==> config.mk <==
export PLATFORM = sky130hd
export DESIGN_NAME = spi_txn_sequencer
export DESIGN_NICKNAME = d
export VERILOG_FILES = /design/src/rtl/spi_txn_sequencer.sv
export SDC_FILE = /design/constraint.sdc
export NUM_CORES = 1
export LEC_CHECK = 0
export BUFFER_PORTS_ARGS = -buffer_cell sky130_fd_sc_hd__buf_2
export CAP_MARGIN = 0
export CORE_MARGIN = 2
export CORE_UTILIZATION = 60
export CTS_BUF_LIST = sky130_fd_sc_hd__clkbuf_8
export CTS_CLUSTER_DIAMETER = 120
export DETAILED_ROUTE_END_ITERATION = 8
export PLACE_DENSITY_LB_ADDON = 0.05
export SLEW_MARGIN = 20
export SYNTH_ARGS = -nofsm -noshare
export SYNTH_HDL_FRONTEND = slang
export SYNTH_SLANG_ARGS = --single-unit
==> constraint.sdc <==
create_clock -name clk -period 5.85 [get_ports clk]
set_input_delay 0.2925 -clock clk [delete_from_list [all_inputs] [get_ports clk]]
set_output_delay 0.2925 -clock clk [all_outputs]
set_load 0.01 [all_outputs]
==> src/rtl/spi_txn_sequencer.sv <==
// spi_txn_sequencer: command FIFO plus transaction sequencer in front of the
// 3-slave SPI top. Each command drives CS/RW/MODE/WDATA for a fixed window,
// then the read-back byte is returned on a valid/ready response channel.
// Optional build macro SPI_SEQ_TXN_COUNT_EN adds a 16-bit txn_count output
// counting successful (rsp_err=0) response handshakes.
module spi_txn_sequencer #(
    parameter int unsigned FIFO_DEPTH  = 4,
    parameter int unsigned XFER_CYCLES = 18,
    parameter int unsigned IDLE_GAP    = 2
) (
    input  logic        clk,
    input  logic        reset,
    input  logic        cmd_valid,
    output logic        cmd_ready,
    input  logic [13:0] cmd_data,
    output logic        rsp_valid,
    input  logic        rsp_ready,
    output logic [7:0]  rsp_data,
    output logic [1:0]  rsp_cs,
    output logic        rsp_err,
    output logic [1:0]  spi_cs,
    output logic [1:0]  spi_rw,
    output logic [1:0]  spi_mode,
    output logic [7:0]  spi_wdata,
    input  logic [7:0]  spi_rdata,
`ifdef SPI_SEQ_TXN_COUNT_EN
    output logic        busy,
    output logic [15:0] txn_count
`else
    output logic        busy
`endif
);

    localparam int unsigned PTR_W   = (FIFO_DEPTH > 1) ? $clog2(FIFO_DEPTH) : 1;
    localparam int unsigned OCC_W   = $clog2(FIFO_DEPTH + 1);
    localparam int unsigned CNT_MAX = (XFER_CYCLES > IDLE_GAP) ? XFER_CYCLES : IDLE_GAP;
    localparam int unsigned CNT_W   = $clog2(CNT_MAX + 1);

    typedef struct packed {
        logic [1:0] cs;
        logic [1:0] rw;
        logic [1:0] mode;
        logic [7:0] wdata;
    } cmd_t;

    typedef enum logic [2:0] {
        IDLE  = 3'd0,
        SETUP = 3'd1,
        XFER  = 3'd2,
        RESP  = 3'd3,
        GAP   = 3'd4
    } state_t;

    state_t            state_q, state_d;
    logic [CNT_W-1:0]  cnt_q, cnt_d;
    cmd_t              cmd_q, cmd_d;
    cmd_t              mem [FIFO_DEPTH];
    cmd_t              head;
    logic [PTR_W-1:0]  wr_ptr, rd_ptr;
    logic [OCC_W-1:0]  occ_q, occ_d;
    logic              push, pop;

    logic              rsp_valid_d, rsp_err_d, cmd_ready_d, busy_d;
    logic [7:0]        rsp_data_d, spi_wdata_d;
    logic [1:0]        rsp_cs_d, spi_cs_d, spi_rw_d, spi_mode_d;

    assign head = mem[rd_ptr];
    assign push = cmd_valid & cmd_ready;

    // FIFO storage and pointers; pointers wrap naturally at the power-of-2 depth
    always_ff @(posedge clk or posedge reset) begin
        if (reset) begin
            wr_ptr <= '0;
            rd_ptr <= '0;
        end else begin
            if (push) begin
                wr_ptr <= wr_ptr + PTR_W'(1);
            end
            if (pop) begin
                rd_ptr <= rd_ptr + PTR_W'(1);
            end
        end
    end

    // FIFO payload array; contents are don't-care until written
    always_ff @(posedge clk) begin
        if (push) begin
            mem[wr_ptr] <= cmd_t'(cmd_data);
        end
    end

    // State, counters and all registered outputs
    always_ff @(posedge clk or posedge reset) begin
        if (reset) begin
            state_q   <= IDLE;
            cnt_q     <= '0;
            cmd_q     <= '0;
            occ_q     <= '0;
            cmd_ready <= 1'b1;
            busy      <= 1'b0;
            rsp_valid <= 1'b0;
            rsp_data  <= '0;
            rsp_cs    <= '0;
            rsp_err   <= 1'b0;
            spi_cs    <= '0;
            spi_rw    <= '0;
            spi_mode  <= '0;
            spi_wdata <= '0;
        end else begin
            state_q   <= state_d;
            cnt_q     <= cnt_d;
            cmd_q     <= cmd_d;
            occ_q     <= occ_d;
            cmd_ready <= cmd_ready_d;
            busy      <= busy_d;
            rsp_valid <= rsp_valid_d;
            rsp_data  <= rsp_data_d;
            rsp_cs    <= rsp_cs_d;
            rsp_err   <= rsp_err_d;
            spi_cs    <= spi_cs_d;
            spi_rw    <= spi_rw_d;
            spi_mode  <= spi_mode_d;
            spi_wdata <= spi_wdata_d;
        end
    end

    // Next-state, pop decision and next values of the registered outputs
    always_comb begin
        state_d     = state_q;
        cnt_d       = cnt_q;
        cmd_d       = cmd_q;
        pop         = 1'b0;
        rsp_valid_d = rsp_valid;
        rsp_data_d  = rsp_data;
        rsp_cs_d    = rsp_cs;
        rsp_err_d   = rsp_err;
        spi_cs_d    = '0;
        spi_rw_d    = '0;
        spi_wdata_d = '0;
        spi_mode_d  = spi_mode;

        case (state_q)
            IDLE: begin
                if (occ_q != '0) begin
                    pop   = 1'b1;
                    cmd_d = head;
                    if (head.cs != 2'b00) begin
                        state_d = SETUP;
                    end else begin
                        // no slave addressed: answer immediately with an error
                        state_d     = RESP;
                        rsp_valid_d = 1'b1;
                        rsp_err_d   = 1'b1;
                        rsp_data_d  = '0;
                        rsp_cs_d    = 2'b00;
                    end
                end
            end
            SETUP: begin
                state_d = XFER;
                cnt_d   = '0;
            end
            XFER: begin
                if (cnt_q == CNT_W'(XFER_CYCLES - 1)) begin
                    state_d     = RESP;
                    rsp_valid_d = 1'b1;
                    rsp_data_d  = spi_rdata;
                    rsp_cs_d    = cmd_q.cs;
                    rsp_err_d   = 1'b0;
                end else begin
                    cnt_d = cnt_q + CNT_W'(1);
                end
            end
            RESP: begin
                if (rsp_ready) begin
                    rsp_valid_d = 1'b0;
                    state_d     = GAP;
                    cnt_d       = '0;
                end
            end
            GAP: begin
                if (cnt_q == CNT_W'(IDLE_GAP - 1)) begin
                    state_d = IDLE;
                end else begin
                    cnt_d = cnt_q + CNT_W'(1);
                end
            end
            default: begin
                state_d = IDLE;
            end
        endcase

        // SPI fields are live only while the transaction window is open
        if ((state_d == SETUP) || (state_d == XFER)) begin
            spi_cs_d    = cmd_d.cs;
            spi_rw_d    = cmd_d.rw;
            spi_mode_d  = cmd_d.mode;
            spi_wdata_d = cmd_d.wdata;
        end
    end

    // Occupancy bookkeeping; simultaneous push and pop leave it unchanged
    always_comb begin
        occ_d = occ_q;
        case ({push, pop})
            2'b10:   occ_d = occ_q + OCC_W'(1);
            2'b01:   occ_d = occ_q - OCC_W'(1);
            default: occ_d = occ_q;
        endcase
        cmd_ready_d = (occ_d != OCC_W'(FIFO_DEPTH));
        busy_d      = (state_d != IDLE) || (occ_d != '0);
    end

`ifdef SPI_SEQ_TXN_COUNT_EN
    // Count successful response handshakes, wrapping at 16 bits
    always_ff @(posedge clk or posedge reset) begin
        if (reset) begin
            txn_count <= '0;
        end else if ((state_q == RESP) && rsp_ready && !rsp_err) begin
            txn_count <= txn_count + 16'd1;
        end
    end
`endif

endmodule

==> impl_metrics.json, run 1 <==
{
  "status": "complete, no violations",
  "crit_type": "reg -> reg",
  "setup_viol": 0,
  "antenna_found_initial": 0,
  "antennaDiodeCount": 0,
  "r2r_setup_slack_ns": 2.78,
  "p_per_area_nw_per_um2": 538,
  "ys.flop_type": "edfxtp_1",
  "hold_violations": 0,
  "syn_area_per_cell_um2": 14.5,
  "place.port_buffers": 53,
  "finalWorstPathRequiredPeriod_ns": 3.07,
  "initial_utilization": 0.610,
  "utilization": 0.711,
  "slowest_stage": "or4_4",
  "dpl.hpwl_um": 5170,
  "syn2layout_area_growth_pct": 16.6,
  "max_freq_mhz": 326,
  "synth_edf_count": 56,
  "placement_rows": 32,
  "cts_buffers": 17,
  "routed_via_density": 5.47,
  "die_width_um": 91.9,
  "synthArstFlopShare": 0.504,
  "hold_class": "in -> async",
  "fin_nets": 416,
  "drc": 0,
  "skew_ns": 0.0134,
  "slew_violations": 0,
  "crit_arrival_ns": 3.35,
  "grt_pass1_vias": 2734,
  "htree_levels": 4,
  "routabilityCongestion": 0.750,
  "wirelength_um": 7880,
  "ios": 54,
  "syn-num-nets": 354,
  "post_cts_buffers": 0,
  "vias": 2717,
  "rr_startpoint": "state_q[2]",
  "endpoint_kind": "flop",
  "r2r-end": "busy",
  "drv_cap": 0,
  "path_buf_inv": 2,
  "critPathLaunchType": "flop",
  "tightest_slew_ns": 0.959,
  "cts_tree": "done",
  "first_pass_iters": 4,
  "synth_area_um2": 4640,
  "antenna_left": 0,
  "power_leakage_uw": 0.00222,
  "postCtsResizedCells": 0,
  "ys.warnings.count": 0,
  "slew_headroom": 0.358,
  "insertion_delay_ns": 0.42,
  "track_usage": 0.210,
  "clkSlewWorstSetupHoldPaths_ns": 0.08,
  "worstRegToRegCells": 9,
  "fp.dieH_um": 91.9,
  "root_buffer": "clkbuf_8",
  "post_drt_wl_per_cell_um": 15.8,
  "rsz0062_at_grt": "false",
  "crit_family": "simple AND/OR/NAND/NOR gates",
  "post-route-period-util": 0.524,
  "seq_area_frac_synth": 0.670,
  "cts_hold_buf": 0,
  "synth_cell_types": 49,
  "grt-ovfl-total": 0,
  "cts.sinks": 113,
  "die_area_um2": 8450,
  "tns_ns": 0,
  "total_power_uw": 2910,
  "drt_iter0_drc": 134,
  "peakVddDrop_mv": 0.304,
  "cpPeakStageDelay_ns": 0.70,
  "clk_path_buf_depth": 2,
  "grt_max_degree": 58,
  "ys_ff_latch": 113,
  "drive_above_1_share": 0.309,
  "synthCells": 320,
  "worstPathRequired_ns": 6.14,
  "grt_pass1_wl_um": 13300,
  "core-area_um2": 7610,
  "cp_max_fo": 17,
  "cp_cell_sequence": "or4_4 > inv_4 > ha_1 > inv_1 > fa_1 > nor2b_1 > nand2_1 > o21ai_0 > or4b_1"
}
## placed cells by master, fill, tap and decap left out, drive strengths merged, types with 7 or more instances in the layout
cell type	Yosys	routed
a21oi	12	12
clkbuf	4	17
buf	8	55
dfrtp	56	56
inv	11	13
edfxtp	56	56
mux2	9	9
nand2	67	67
mux4	14	14
o211ai	11	11
ha	7	7
## layer usage
layer / GRT usage / share of wire
met3: 0.0641 / 0.046
met5: 0 / 0
met4: 0.0821 / 0.014
met1: 0.285 / 0.46
met2: 0.322 / 0.48
## cells in the mapped netlist, types with 2 or more instances
cell type,number,area share
o31ai_1,2,0.0032
mux2i_1,4,0.0086
nand4_1,2,0.0027
xor2_1,3,0.0057
nor2_1,3,0.0024
nor4_2,2,0.0054
nand3_1,4,0.0043
xnor2_1,4,0.0076
clkbuf_1,4,0.0032
o211ai_1,11,0.018
buf_2,5,0.0054
ha_1,7,0.019
nor3_1,2,0.0022
o21ai_0,3,0.0032
nand2b_1,5,0.0067
dfrtp_1,56,0.30
nor2b_1,6,0.0081
inv_1,9,0.0073
and3_1,5,0.0067
nand2_1,66,0.053
nor4b_1,2,0.0038
buf_4,2,0.0032
a21oi_1,12,0.013
mux4_2,14,0.068
edfxtp_1,56,0.36
mux2_2,8,0.019
## registers in the layout, indices dropped and copies added (netlist names), 3 cells and up
name / cells
occ_q: 3
mem: 56
state_q: 3
spi_wdata: 8
cmd_q: 14
cnt_q: 5
rsp_data: 8
## power by group
| group | internal (µW) | leakage, µW | switching (µW) |
|---|---|---|---|
| sequential | 1080 | 0.00123 | 147 |
| combinational | 408 | 0.000791 | 516 |
| clock | 425 | 0.000196 | 327 |
## area by class of cell
type	instances	area, µm²
inverters	11	43.8
clock buffers	17	234
fillers	547	2200
flip-flops and latches	113	3110
well taps	102	128
multi-input cells	184	1430
repair buffers	55	280
clock inverters	15	185
## how the worst max path moves through the flow
stage | cells after the start | slack (ns) | to | start
2_1_floorplan | 11 | 2.96 | busy | state_q[2]
3_3_place_gp | 9 | 2.87 | busy | state_q[2]
3_5_place_dp | 9 | 2.78 | busy | state_q[2]
4_1_cts | 9 | 2.79 | busy | state_q[2]
5_1_grt | 9 | 2.64 | busy | state_q[2]
6_report | 9 | 2.78 | busy | state_q[2]
## logic make-up after synthesis
kind of cell             Yosys count  share of synthesized area
AO/OA/AOI/OAI                     33                     0.0502
adder cells (fa/ha/maj)            8                     0.0232
AND/OR/NAND/NOR                  109                      0.122
buffers and inverters             23                     0.0221
XOR/XNOR                           7                     0.0132
multiplexers                      27                     0.0985
flip-flops                       113                      0.670
## per-stage QoR
| stage | setup slack [ns] | cells | area (µm²) | hold slack, ns |
|---|---|---|---|---|
| global route | 2.64 | 497 | 5410 | 0.0730 |
| finish | 2.78 | 497 | 5410 | 0.0561 |
| detailed placement | 2.78 | 465 | 4990 | 0.457 |
| floorplan | 2.96 | 320 | 4640 | 0.391 |
| global placement | 2.87 | 465 | 4990 | 0.452 |
| CTS | 2.79 | 497 | 5410 | 0.0678 |
## worst register-to-register path: cells and delay by family, from the launching register on
kind,cells,cell delay (ns)
fa+ha+maj,2,0.69
buf+inv,2,0.28
flops,1,0.50
compound gates,1,0.09
simple gates,4,1.38
Note: power is estimated with default switching activity, not from simulation.
==> inputs of run 2 (changes only) <==
- clock period: 5.85 -> 3 ns (I/O delays scaled with it)
==> run 2 against run 1 <==
Fmax up 12%; global-route usage up 0.31 points; sequential share of layout area down 2.3 points; combinational power up 110%; first-iteration DRC count up 11%; final cell count up 6.4%; clock skew down 0.0042 ns; via count up 1.9%; largest cell class unchanged; highest routed layer unchanged.
==> impl_metrics.json, run 2 (synthesis gave the netlist of run 1 again) <==
{
  "routabilityCongestion": 0.778,
  "peakVddDrop_mv": 0.492,
  "max_freq_mhz": 364,
  "drive_above_1_share": 0.309,
  "fp.dieH_um": 91.9,
  "dpl.hpwl_um": 5240,
  "tightest_slew_ns": 0.761,
  "routed_via_density": 5.23,
  "vias": 2768,
  "grt-ovfl-total": 0,
  "place.port_buffers": 53,
  "post-route-period-util": 0.916,
  "endpoint_kind": "flop",
  "cts_hold_buf": 23,
  "largest_reg_flops": 56,
  "total_power_uw": 5490,
  "reg.largest.list": "mem (56), cmd_q (14)",
  "mostFrequentLayoutCells": "nand2_1 (66), dfrtp_1 (56), edfxtp_1 (56)",
  "initial_utilization": 0.610,
  "post_drt_wl_per_cell_um": 15.1,
  "root_buffer": "clkbuf_8",
  "postCtsResizedCells": 0,
  "final_common_cell": "nand2_1",
  "syn2layout_area_growth_pct": 21.4,
  "hold_violations": 0,
  "cts_tree": "done",
  "clkSlewWorstSetupHoldPaths_ns": 0.07,
  "rsz0062_at_grt": "false",
  "drv_cap": 0,
  "worstPathRequired_ns": 3.29,
  "worstRegToRegCells": 10,
  "cpPeakStageDelay_ns": 0.53,
  "grt_max_degree": 37,
  "rr_startpoint": "occ_q[0]",
  "cts.sinks": 113,
  "wirelength_um": 7980,
  "crit_arrival_ns": 3.03,
  "antenna_left": 0,
  "r2r-end": "busy",
  "p_per_area_nw_per_um2": 976,
  "setup.worst_path.start": "occ_q[0]",
  "antennaDiodeCount": 0,
  "min_from": "rsp_ready",
  "placement_rows": 32,
  "r2r_setup_slack_ns": 0.25,
  "worstHoldPathCells": 3,
  "critPathLaunchType": "flop",
  "htree_levels": 4,
  "cp_cell_sequence": "nor3_2 > or4_4 > inv_4 > ha_1 > inv_1 > fa_1 > nor2b_1 > nand2_1 > o21ai_0 > or4b_1",
  "status": "complete, no violations",
  "drc": 0,
  "fin_nets": 448,
  "first_pass_iters": 4,
  "cts_buffers": 17,
  "fin_cells": 529,
  "ios": 54,
  "grt_pass1_vias": 2801,
  "setup_viol": 0,
  "power_leakage_uw": 0.00232,
  "placed_cells": 474,
  "finalWorstPathRequiredPeriod_ns": 2.75,
  "clk_path_buf_depth": 2,
  "crit_type": "reg -> reg",
  "hold_class": "in -> reg",
  "skew_ns": 0.00919,
  "largest_register": "mem",
  "die_width_um": 91.9,
  "drt_iter0_drc": 149,
  "track_usage": 0.213,
  "tns_ns": 0,
  "slew_violations": 0,
  "post_cts_buffers": 0,
  "slew_headroom": 0.493,
  "antenna_found_initial": 0,
  "insertion_delay_ns": 0.41,
  "min_to": "state_q[2]",
  "cp_max_fo": 12,
  "slowest_stage": "or4_4",
  "core-area_um2": 7610,
  "grt_pass1_wl_um": 13600,
  "die_area_um2": 8450
}
run 2: changes by cell type in the layout (fill, tap and decap cells not counted), sizes merged:
cell         delta
dlygate4sd3    +23
buf             +9
bufinv          -3
clkinvlp        +2
inv             +1
run 2: report_power, final:
group / total (µW) / internal, µW / switching (µW)
sequential: 2360 / 2120 / 241
combinational: 1940 / 883 / 1060
clock: 1200 / 574 / 625
run 2: worst max-delay path: cells and delay by family (launching register included):
kind,cells,cell delay [ns]
simple gates,5,1.31
fa+ha+maj,2,0.65
flops,1,0.43
buf+inv,2,0.15
compound gates,1,0.09
run 2: worst max-delay path by stage:
stage	endpoint	slack (ns)
2_1_floorplan	busy	0.11
3_3_place_gp	busy	0.30
3_5_place_dp	busy	0.23
4_1_cts	busy	0.23
5_1_grt	busy	0.12
6_report	busy	0.25
run 2: stage by stage:
step | hold slack (ns) | util | cell area [µm²] | worst slack (ns)
after global placement | 0.189 | 0.664 | 5050 | 0.300
after detailed placement | 0.196 | 0.664 | 5050 | 0.232
final | 0.109 | 0.740 | 5630 | 0.253
after global routing | 0.122 | 0.740 | 5630 | 0.125
after floorplan | 0.249 | - | 4640 | 0.111
after CTS | 0.0865 | 0.740 | 5630 | 0.230
run 2: layout make-up:
| cell class | count | area (µm²) |
|---|---|---|
| sequential | 113 | 3110 |
| multi-input combinational | 184 | 1430 |
| inverter | 11 | 43.8 |
| clock inverter | 15 | 113 |
| fill | 529 | 1980 |
| timing repair buffer | 87 | 578 |
| tap | 102 | 128 |
| clock buffer | 17 | 234 |
run 2: per-layer routing:
layer  global-route usage  wire, µm
met4               0.0746        63
met3               0.0551       316
met1                0.298      3730
met5                    0         0
met2                0.330      3870
